--- config.mk ---
export PLATFORM = sky130hd
export DESIGN_NAME = rr_mux_arbiter_4ch
export DESIGN_NICKNAME = d
export VERILOG_FILES = /design/src/rtl/rr_mux_arbiter_4ch.sv
export SDC_FILE = /design/constraint.sdc
export NUM_CORES = 1
export LEC_CHECK = 0
export BUFFER_PORTS_ARGS = -buffer_cell sky130_fd_sc_hd__buf_2
export CORE_AREA = 10 10 47 49
export CTS_BUF_LIST = sky130_fd_sc_hd__clkbuf_4
export DETAILED_ROUTE_END_ITERATION = 8
export DIE_AREA = 0 0 57 59
export GPL_TIMING_DRIVEN = 0
export HOLD_SLACK_MARGIN = 0.08
export PLACE_DENSITY_LB_ADDON = 0.08
export SETUP_SLACK_MARGIN = 0.4
export SLEW_MARGIN = 10
export SYNTH_ARGS = -nofsm -noshare
export SYNTH_HDL_FRONTEND = slang
export SYNTH_SLANG_ARGS = --single-unit
--- constraint.sdc ---
create_clock -name clk -period 2.6 [get_ports clk]
set_input_delay 0.52 -clock clk [delete_from_list [all_inputs] [get_ports clk]]
set_output_delay 0.52 -clock clk [all_outputs]
set_load 0.01 [all_outputs]
--- src/rtl/rr_mux_arbiter_4ch.sv ---
// Round-robin arbiter sharing one 4:1 data mux between four requesters.
// Define RR_HOLD_LIMIT_EN to force rotation after HOLD_MAX consecutive grant cycles.
module rr_mux_arbiter_4ch #(
    parameter int DATA_W   = 1,
    parameter int HOLD_MAX = 8
) (
    input  logic                  clk,
    input  logic                  rst,
    input  logic [3:0]            req,
    input  logic [4*DATA_W-1:0]   data_in,
    output logic [3:0]            grant,
    output logic [1:0]            select,
    output logic                  busy,
    output logic [DATA_W-1:0]     data_out
);

    typedef enum logic {
        S_IDLE,
        S_GRANT
    } state_t;

    state_t      r_state;
    logic [3:0]  r_grant;
    logic [1:0]  r_select;
    logic        r_busy;
    logic [1:0]  r_last;

    logic [3:0]  w_cand;
    logic [1:0]  w_idx;
    logic [1:0]  w_winner;
    logic        w_found;
    logic        w_ownerReq;
    logic        w_holdExpired;

    // The current owner is masked out so a switch or forced rotation never
    // re-picks it; in IDLE the grant is zero and every request competes.
    assign w_cand     = req & ~r_grant;
    assign w_ownerReq = |(req & r_grant);

    always_comb begin
        w_found  = 1'b0;
        w_winner = r_last;
        w_idx    = r_last;
        for (int k = 1; k <= 4; k++) begin
            w_idx = r_last + 2'(k);
            if (!w_found && w_cand[w_idx]) begin
                w_found  = 1'b1;
                w_winner = w_idx;
            end
        end
    end

`ifdef RR_HOLD_LIMIT_EN
    logic [7:0] r_count;

    assign w_holdExpired = (r_count == 8'(HOLD_MAX - 1));

    always_ff @(posedge clk or posedge rst) begin
        if (rst) begin
            r_count <= 8'd0;
        end else if (r_state == S_IDLE || !w_ownerReq || (w_holdExpired && w_found)) begin
            r_count <= 8'd0;
        end else if (r_count != 8'hFF) begin
            r_count <= r_count + 8'd1;
        end
    end
`else
    logic [7:0] w_unusedHoldMax;

    assign w_unusedHoldMax = 8'(HOLD_MAX);
    assign w_holdExpired   = 1'b0;
`endif

    always_ff @(posedge clk or posedge rst) begin
        if (rst) begin
            r_state  <= S_IDLE;
            r_grant  <= 4'b0000;
            r_select <= 2'd0;
            r_busy   <= 1'b0;
            r_last   <= 2'd3;
        end else begin
            case (r_state)
                S_IDLE: begin
                    if (w_found) begin
                        r_state  <= S_GRANT;
                        r_grant  <= 4'b0001 << w_winner;
                        r_select <= w_winner;
                        r_busy   <= 1'b1;
                        r_last   <= w_winner;
                    end
                end
                S_GRANT: begin
                    if (w_ownerReq && !(w_holdExpired && w_found)) begin
                        r_state <= S_GRANT;
                    end else if (w_found) begin
                        r_grant  <= 4'b0001 << w_winner;
                        r_select <= w_winner;
                        r_last   <= w_winner;
                    end else begin
                        r_state <= S_IDLE;
                        r_grant <= 4'b0000;
                        r_busy  <= 1'b0;
                    end
                end
                default: begin
                    r_state <= S_IDLE;
                    r_grant <= 4'b0000;
                    r_busy  <= 1'b0;
                end
            endcase
        end
    end

    assign grant  = r_grant;
    assign select = r_select;
    assign busy   = r_busy;

    always_comb begin
        data_out = '0;
        if (r_busy) begin
            data_out = data_in[r_select*DATA_W +: DATA_W];
        end
    end

endmodule
# After elaboration in Yosys (flattened, before gate mapping)
# Cells that the tools add are included.
dict set report word_totals {
  inputBits 10
  ff_bits 10
  output_inout_bits 8
  n_memories 0
  elab_cells 64
  latchBits 0
  ram_bits 0
  romBits 0
}
dict set report op_classes {
  bitwise_logic 4
  reduce_logical 9
  n_div 0
  n_lt_le_gt_ge 4
  n_shift 2
  mul 0
  add_sub_neg 3
  n_eq_ne 3
  muxes 34
}
# op n
set ops {}
lappend ops {{2-bit two-way mux} 8}
lappend ops {{1-bit two-way mux} 14}
lappend ops {{2-bit by 3-bit less-than comparator with 1-bit output (second input constant)} 4}
lappend ops {{4-bit two-way mux} 3}
lappend ops {{4-bit AND} 2}
lappend ops {{1-bit binary-select mux with 2-bit select} 4}
lappend ops {{2-bit one-hot mux with 2 select lines} 2}
lappend ops {{4-bit one-hot mux with 2 select lines} 1}
lappend ops {{2-bit != test (second input constant)} 3}
lappend ops {{2-bit adder (second input constant)} 2}
lappend ops {{4-bit NOT} 1}
lappend ops {{1-bit one-hot mux with 2 select lines} 2}
lappend ops {{4-bit OR reduction} 1}
lappend ops {{4-bit by 3-bit indexed part select with 1-bit output} 1}
lappend ops {{1-bit by 2-bit left shift with 4-bit output (first input constant)} 1}
lappend ops {{1-bit logical AND} 3}
lappend ops {{1-bit logical NOT} 3}
lappend ops {{3-bit AND reduction} 1}
lappend ops {{2-bit by 1-bit adder with 2-bit output (second input constant)} 1}
lappend ops {{2-bit AND reduction} 1}
lappend ops {{1-bit NOT} 1}

# Logic depth before layout (Yosys ltp)
# Gate-level depths: netlist of the first run.
dict set report logic_depth {
  word_depth 18
  mapped_depth 6
  depth_no_buf 6
}

# Worst setup path after synthesis of the first run
# OpenSTA, ideal clock, no wires.
dict set report synth_path {
  path_type {input -> output}
  from {input data_in[3]}
  to {output data_out}
  n_path_buf 0
  arrival_time_ns 1.143
  path_stages 2
  path_slack_ns 0.937
  path_cell_list {mux4_2 > and2_1}
}
dict set report synth_between {
  elab_chain_len 2
}
# element line_no
set synth_lines {}
lappend synth_lines {{start, declared} 10} ;# input logic [4*DATA_W-1:0] data_in,
lappend synth_lines {{4-bit by 3-bit indexed part select with 1-bit output} 121} ;# data_out = data_in[r_select*DATA_W +: DATA_W];
lappend synth_lines {{1-bit two-way mux} 120} ;# if (r_busy) begin
lappend synth_lines {{end, declared} 14} ;# output logic [DATA_W-1:0] data_out
# No other way between the ends.

# Worst setup path in the final report of the first run
dict set report layout_path {
  from {register r_select[0] (netlist: select[0])}
  to {output data_out}
}
dict set report layout_between {
  elab_chain_len 2
}
# element line_no
set layout_lines {}
lappend layout_lines {{start, declared} 24} ;# logic [1:0] r_select;
lappend layout_lines {{start signal, assigned} 87} ;# r_select <= w_winner;
lappend layout_lines {{start signal, assigned} 97} ;# r_select <= w_winner;
lappend layout_lines {{4-bit by 3-bit indexed part select with 1-bit output} 121}
lappend layout_lines {{1-bit two-way mux} 120}
# No other way between the ends.

==> summary.txt, run 1 <==
Slew Limit Fails: 0
worst-case clock buffer depth: 2
Syn Nets: 79
Worst Path Max Fanout: 3
Worst-Margin Slew: 0.436 ns
GRT Overall Usage: 9.00%
Synth top cells by count: nand2_1 (10), nor2_1 (9), dfrtp_1 (8)
vias per cell: 5.50
crit path DAT: 1.45 ns
Primary FF master, synth: dfrtp_1
Layout area overhead: 20.8%
Slew headroom: 70.8%
final setup TNS: 0 ns
Static Leakage: 0.348 nW
area leader, netlist: dfrtp_1
r2r setup slk: 0.80 ns
ANT cells: 0
DRT antenna net count: 0
via count: 583
Comb power frac: 54.8%
minimum clock period: 1.97 ns
vias in the first global route: 519
height of the die: 59 um
largest net degree at the start of global routing: 11
layout net count: 101
peak supply drop: 580 uV
post-layout power: 913 uW
initial antenna violation count: 0
Critical Path RT: 2.08 ns
Internal: 518 uW
Initial DRC Count: 20
WL final: 1520 um
Reg clk slew, reported paths: 0.07 ns
final hold slack: 0.208 ns
Layout fillers: 144
f_max: 509 MHz
yosys warns: 0
Yosys top cell area share: 31.7%
first-pass GRT wire length: 2370 um
PwrDens: 1200 nW/um^2
htree depth: 1
CTS resizes: 0
clk sinks: 10
# Post-CTS Setup Buffers: 0
RSZ-0062 raised after global routing: no
Net Sw Power: 395 uW
cell count after synthesis: 69
Async S/R FF share, synth: 100%
die span in x: 57 um
gpl congestion: 0.787
Die Area: 3360 sq um
grt ovf: 0
endpoint class of the critical path: output pin
clk_lat worst skew: 0.27 ns
share of layout cells above drive strength 1: 35.6%
share of total power in sequential cells: 32.9%
clock power share: 12.3%
drt first pass iters: 4
EDFF count, synth: 0
DPL Wire Length: 1200 um
Residual DRC: 0
TritonCTS clock tree: done
Worst Path Class, Setup: flip-flop to output pin
num rows: 14
largest cells by area after synthesis: dfrtp_1 (32%), dfstp_2 (8.3%), nand2_1 (6.0%)
synthesized area per cell: 9.14 sq um
outcome: finished, final reports clean
Port Buffers: 17
sequential-to-total area share from yosys stat: 40.1%
fraction of power spent switching nets: 43.2%
Tcrit/Tclk final: 75.6%
WL per Instance: 14.4 um
CTS Buf Count: 3
Setup crit start kind: flip-flop
hold_buf cts: 0
flops & latches, synth: 10
final hold vios: 0
worst min path class: input pin to async pin
clock skew: 0.0110 ns
most common cell in the netlist: nand2_1
Setup-failing EPs final: 0
crit path launch: select[0]
synth unique cells: 29
io pins: 18
Post-Syn Area: 631 sq um
Initial Utilization: 45.0%
core area: 1400 sq um
Reg-to-Reg Start: r_last[1]
Max Cap Viol: 0
clock root cell: clkbuf_4
[layout make-up]
| cell class | instances | area (sq um) | share of cell area, % |
|---|---|---|---|
| Buffer | 1 | 5.00 | 0.657 |
| Clock buffer | 3 | 22.5 | 2.96 |
| Clock inverter | 1 | 3.75 | 0.493 |
| Inverter | 1 | 3.75 | 0.493 |
| Multi-Input combinational cell | 57 | 369 | 48.4 |
| Sequential cell | 10 | 253 | 33.2 |
| Tap cell | 16 | 20.0 | 2.63 |
| Timing Repair Buffer | 17 | 85.1 | 11.2 |
[stage by stage]
stage	util, %	instances	cell area (sq um)	setup slack [ns]
finish	54.4	106	762	0.635
detailed placement	52.5	102	736	0.718
floorplan	-	69	631	0.937
global route	54.4	106	762	0.572
CTS	54.4	106	762	0.612
global placement	52.5	102	736	0.718
[power by group through the flow]
| stage | combinational, mW | clock (mW) | sequential [mW] |
|---|---|---|---|
| 6_report | 0.501 | 0.112 | 0.300 |
| 5_1_grt | 0.564 | 0.119 | 0.312 |
| 4_1_cts | 0.506 | 0.117 | 0.301 |
| 3_5_place_dp | 0.504 | 0 | 0.304 |
| 3_3_place_gp | 0.505 | 0 | 0.300 |
| 2_1_floorplan | 0.356 | 0 | 0.312 |
[worst paths after layout]
path,depth (start not counted),end
max reg2reg,6,grant[0]
max,3,data_out
min,2,busy
min in group clk,2,grant[1]
min reg2reg,2,grant[1]
max in group asynchronous,2,r_last[0]
[cells by family after synthesis]
logic type	after synthesis	share of synthesized area, %
DFF	10	40.1
muxes	2	5.16
buffers and inverters	2	1.39
AOI/OAI and AO/OA	20	21.2
and+or+nand+nor	35	32.1
[routing by layer]
layer / up-vias / global-route usage, % / wire length [um]
met5: - / 0 / 0
met4: 0 / 7.05 / 38
met3: 4 / 3.65 / 135
met2: 24 / 12.6 / 648
met1: 262 / 10.6 / 700
li1: 293 / - / -
[sequential cells by signal, summed over array words and instances (netlist names)]
name     cells
grant        4
r_state      1
select       2
r_last       2
busy         1
[critical path: stages, from the launching register on]
cell and delay [ns]:
dfrtp_1 0.39, mux4_2 0.50, and2_1 0.16, buf_2 0.13
[cells in the final DEF, fill, tap and decap left out, types with 3 or more instances in the layout]
master,count
clkbuf_4,3
nor2_1,9
a22oi_1,3
buf_2,18
dfrtp_1,8
a21oi_1,4
o21ai_1,4
nand2_1,10
Power figures use the tool's default switching activity.
==> run 2: changes to the inputs <==
--- a/config.mk
+++ b/config.mk
@@ -6,10 +6,10 @@
 export NUM_CORES = 1
 export LEC_CHECK = 0
 export BUFFER_PORTS_ARGS = -buffer_cell sky130_fd_sc_hd__buf_2
-export CORE_AREA = 10 10 47 49
+export CORE_MARGIN = 10
+export CORE_UTILIZATION = 47
 export CTS_BUF_LIST = sky130_fd_sc_hd__clkbuf_4
 export DETAILED_ROUTE_END_ITERATION = 8
-export DIE_AREA = 0 0 57 59
 export GPL_TIMING_DRIVEN = 0
 export HOLD_SLACK_MARGIN = 0.08
 export PLACE_DENSITY_LB_ADDON = 0.08
==> constraint.sdc (replaced) <==
create_clock -name clk -period 1.8 [get_ports clk]
set_input_delay 0.36 -clock clk [delete_from_list [all_inputs] [get_ports clk]]
set_output_delay 0.36 -clock clk [all_outputs]
set_load 0.01 [all_outputs]
==> run 2 against run 1 <==
Against the previous run:
- clock power grew 52%
- worst setup slack lost 0.60 ns
- routed wire length grew 52%
- via count grew 26%
- register-to-register slack lost 0.65 ns
- die area shrank 4.6%
- cell count grew 19%
- first-iteration DRC count shrank 55%
- worst hold slack gained 0.32 ns
- sequential power grew 54%
- flip-flop and latch count is the same
- highest routed layer unchanged
==> summary.txt, run 2 (synthesized netlist as in run 1, its figures left out) <==
outcome: finished, final reports clean
drt first pass iters: 4 (unchanged)
Reg-to-Reg Start: r_last[1]
RSZ-0062 raised after global routing: yes
CTS Buf Count: 3 (unchanged)
peak supply drop: 1380 uV (+140%)
io pins: 18 (unchanged)
CP Cell Sequence: mux4_2, and2_4, buf_6
Layout area overhead: 70.4%
most frequent cells in the layout: buf_4 (17), buf_2 (16), nand2_1 (7)
die span in x: 56.6 um (-0.65%)
final hold slack: 0.531 ns (+0.323 ns)
largest net degree at the start of global routing: 11 (unchanged)
CP max stage delay: 0.49 ns (about the same)
Static Leakage: 0.490 nW (+41%)
GRT Overall Usage: 11.4% (+2.4 points)
Setup-failing EPs final: 0 (unchanged)
Port Buffers: 17 (unchanged)
Worst Path Class, Setup: flip-flop to output pin
WL final: 2310 um (+52%)
clock skew: 0.00154 ns (-0.00947 ns)
Initial Utilization: 49.1% (+4.1 points)
Tcrit/Tclk final: 97.9%
ANT cells: 0 (unchanged)
clk_lat worst skew: 0.27 ns (about the same)
post-layout power: 2.10 mW (+130%)
Slew headroom: 73.3% (+2.4 points)
crit path DAT: 1.40 ns (-0.05 ns)
Worst Min Path Start: req[2]
vias in the first global route: 639 (+23%)
f_max: 568 MHz
clock root cell: clkbuf_4
Max Cap Viol: 0 (unchanged)
Slew Limit Fails: 0 (unchanged)
minimum clock period: 1.76 ns
TritonCTS clock tree: done
Reg clk slew, reported paths: 0.07 ns (about the same)
worst-case clock buffer depth: 2 (unchanged)
Residual DRC: 0 (unchanged)
WL per Instance: 18.3 um (+28%)
Setup crit start kind: flip-flop
PwrDens: 1960 nW/um^2 (+63%)
vias per cell: 5.84 (+6.2%)
Final Cell Area: 1070 sq um (+41%)
worst min path class: input pin to flip-flop
endpoint class of the critical path: output pin
gpl congestion: 0.752 (-4.5%)
num rows: 13 (-1)
final setup TNS: 0 ns (unchanged)
Crit-path slowest cell: mux4_2
height of the die: 56.6 um (-4.0%)
Worst-Margin Slew: 0.400 ns (-0.0364 ns)
Layout fillers: 80 (-44%)
Worst Path Max Fanout: 2 (-1)
Die Area: 3210 sq um (-4.6%)
Initial DRC Count: 9 (-55%)
commonest non-fill, non-tap cell in the layout: buf_4
htree depth: 1 (unchanged)
DRT antenna net count: 0 (unchanged)
DPL Wire Length: 1170 um (-2.7%)
hold path cells: 5
first-pass GRT wire length: 2900 um (+22%)
max FFs per register: 4 (unchanged)
final core utilization: 83.6% (+29 points)
final hold vios: 0 (unchanged)
crit path launch: select[0]
grt ovf: 0 (unchanged)
layout net count: 122 (+21%)
via count: 736 (+26%)
Critical Path RT: 1.44 ns (-0.64 ns)
share of layout cells above drive strength 1: 68.5% (+33 points)
R2R depth: 6 (unchanged)
core area: 1280 sq um (-8.3%)
initial antenna violation count: 0 (unchanged)
Post-DP Area: 739 sq um (+0.51%)
clk sinks: 10 (unchanged)
## run 2: final cells by class
cell class | instances | area, sq um | share of cell area [%]
Clock buffer | 3 | 22.5 | 2.10
Clock inverter | 1 | 3.75 | 0.349
Buffer | 1 | 11.3 | 1.05
Inverter | 1 | 3.75 | 0.349
Tap cell | 15 | 18.8 | 1.75
Sequential cell | 10 | 258 | 24.0
Timing Repair Buffer | 38 | 272 | 25.3
Multi-Input combinational cell | 57 | 485 | 45.2
## run 2: final timing paths
path / end / slack [ns]
max: data_out / 0.04
min: r_state / 0.53
max reg2reg: grant[0] / 0.15
min reg2reg: r_last[0] / 0.58
max in group asynchronous: r_last[0] / 0.87
min in group asynchronous: select[1] / 0.61
## run 2: routing by layer
layer,vias to the layer above,part of all wire (%),wire [um],global-route usage (%)
met1,356,39,898,12.8
li1,333,-,-,-
met3,10,6.6,153,4.04
met4,0,2.7,63,8.25
met2,37,52,1200,17.4
met5,-,0,0,0
## run 2: report_power, final
group	switching (mW)	total (mW)	internal, mW
logic	0.682	1.47	0.791
registers	0.114	0.463	0.349
clock network	0.0893	0.170	0.0803
total	0.885	2.10	1.22
## run 2: worst max-delay path: cells and delay by family (launching register included)
| family | cells | cell delay, ns |
|---|---|---|
| multiplexers | 1 | 0.49 |
| flip-flops | 1 | 0.37 |
| AND/OR/NAND/NOR | 1 | 0.15 |
| buffers and inverters | 1 | 0.11 |
## run 2: stage by stage
step	std cells	worst slack [ns]
6_report	126	0.0385
3_5_place_dp	101	0.0471
2_1_floorplan	69	0.302
4_1_cts	115	0.0400
5_1_grt	126	-0.0215
3_3_place_gp	101	0.0822
## run 2: repair_timing
action	CTS	global route
setup endpoints to repair	10	11
gates cloned	0	0
hold buffers	1	0
pin swaps	7	16
setup buffers	9	11
resized for setup	9	25
hold endpoints to repair	8	0
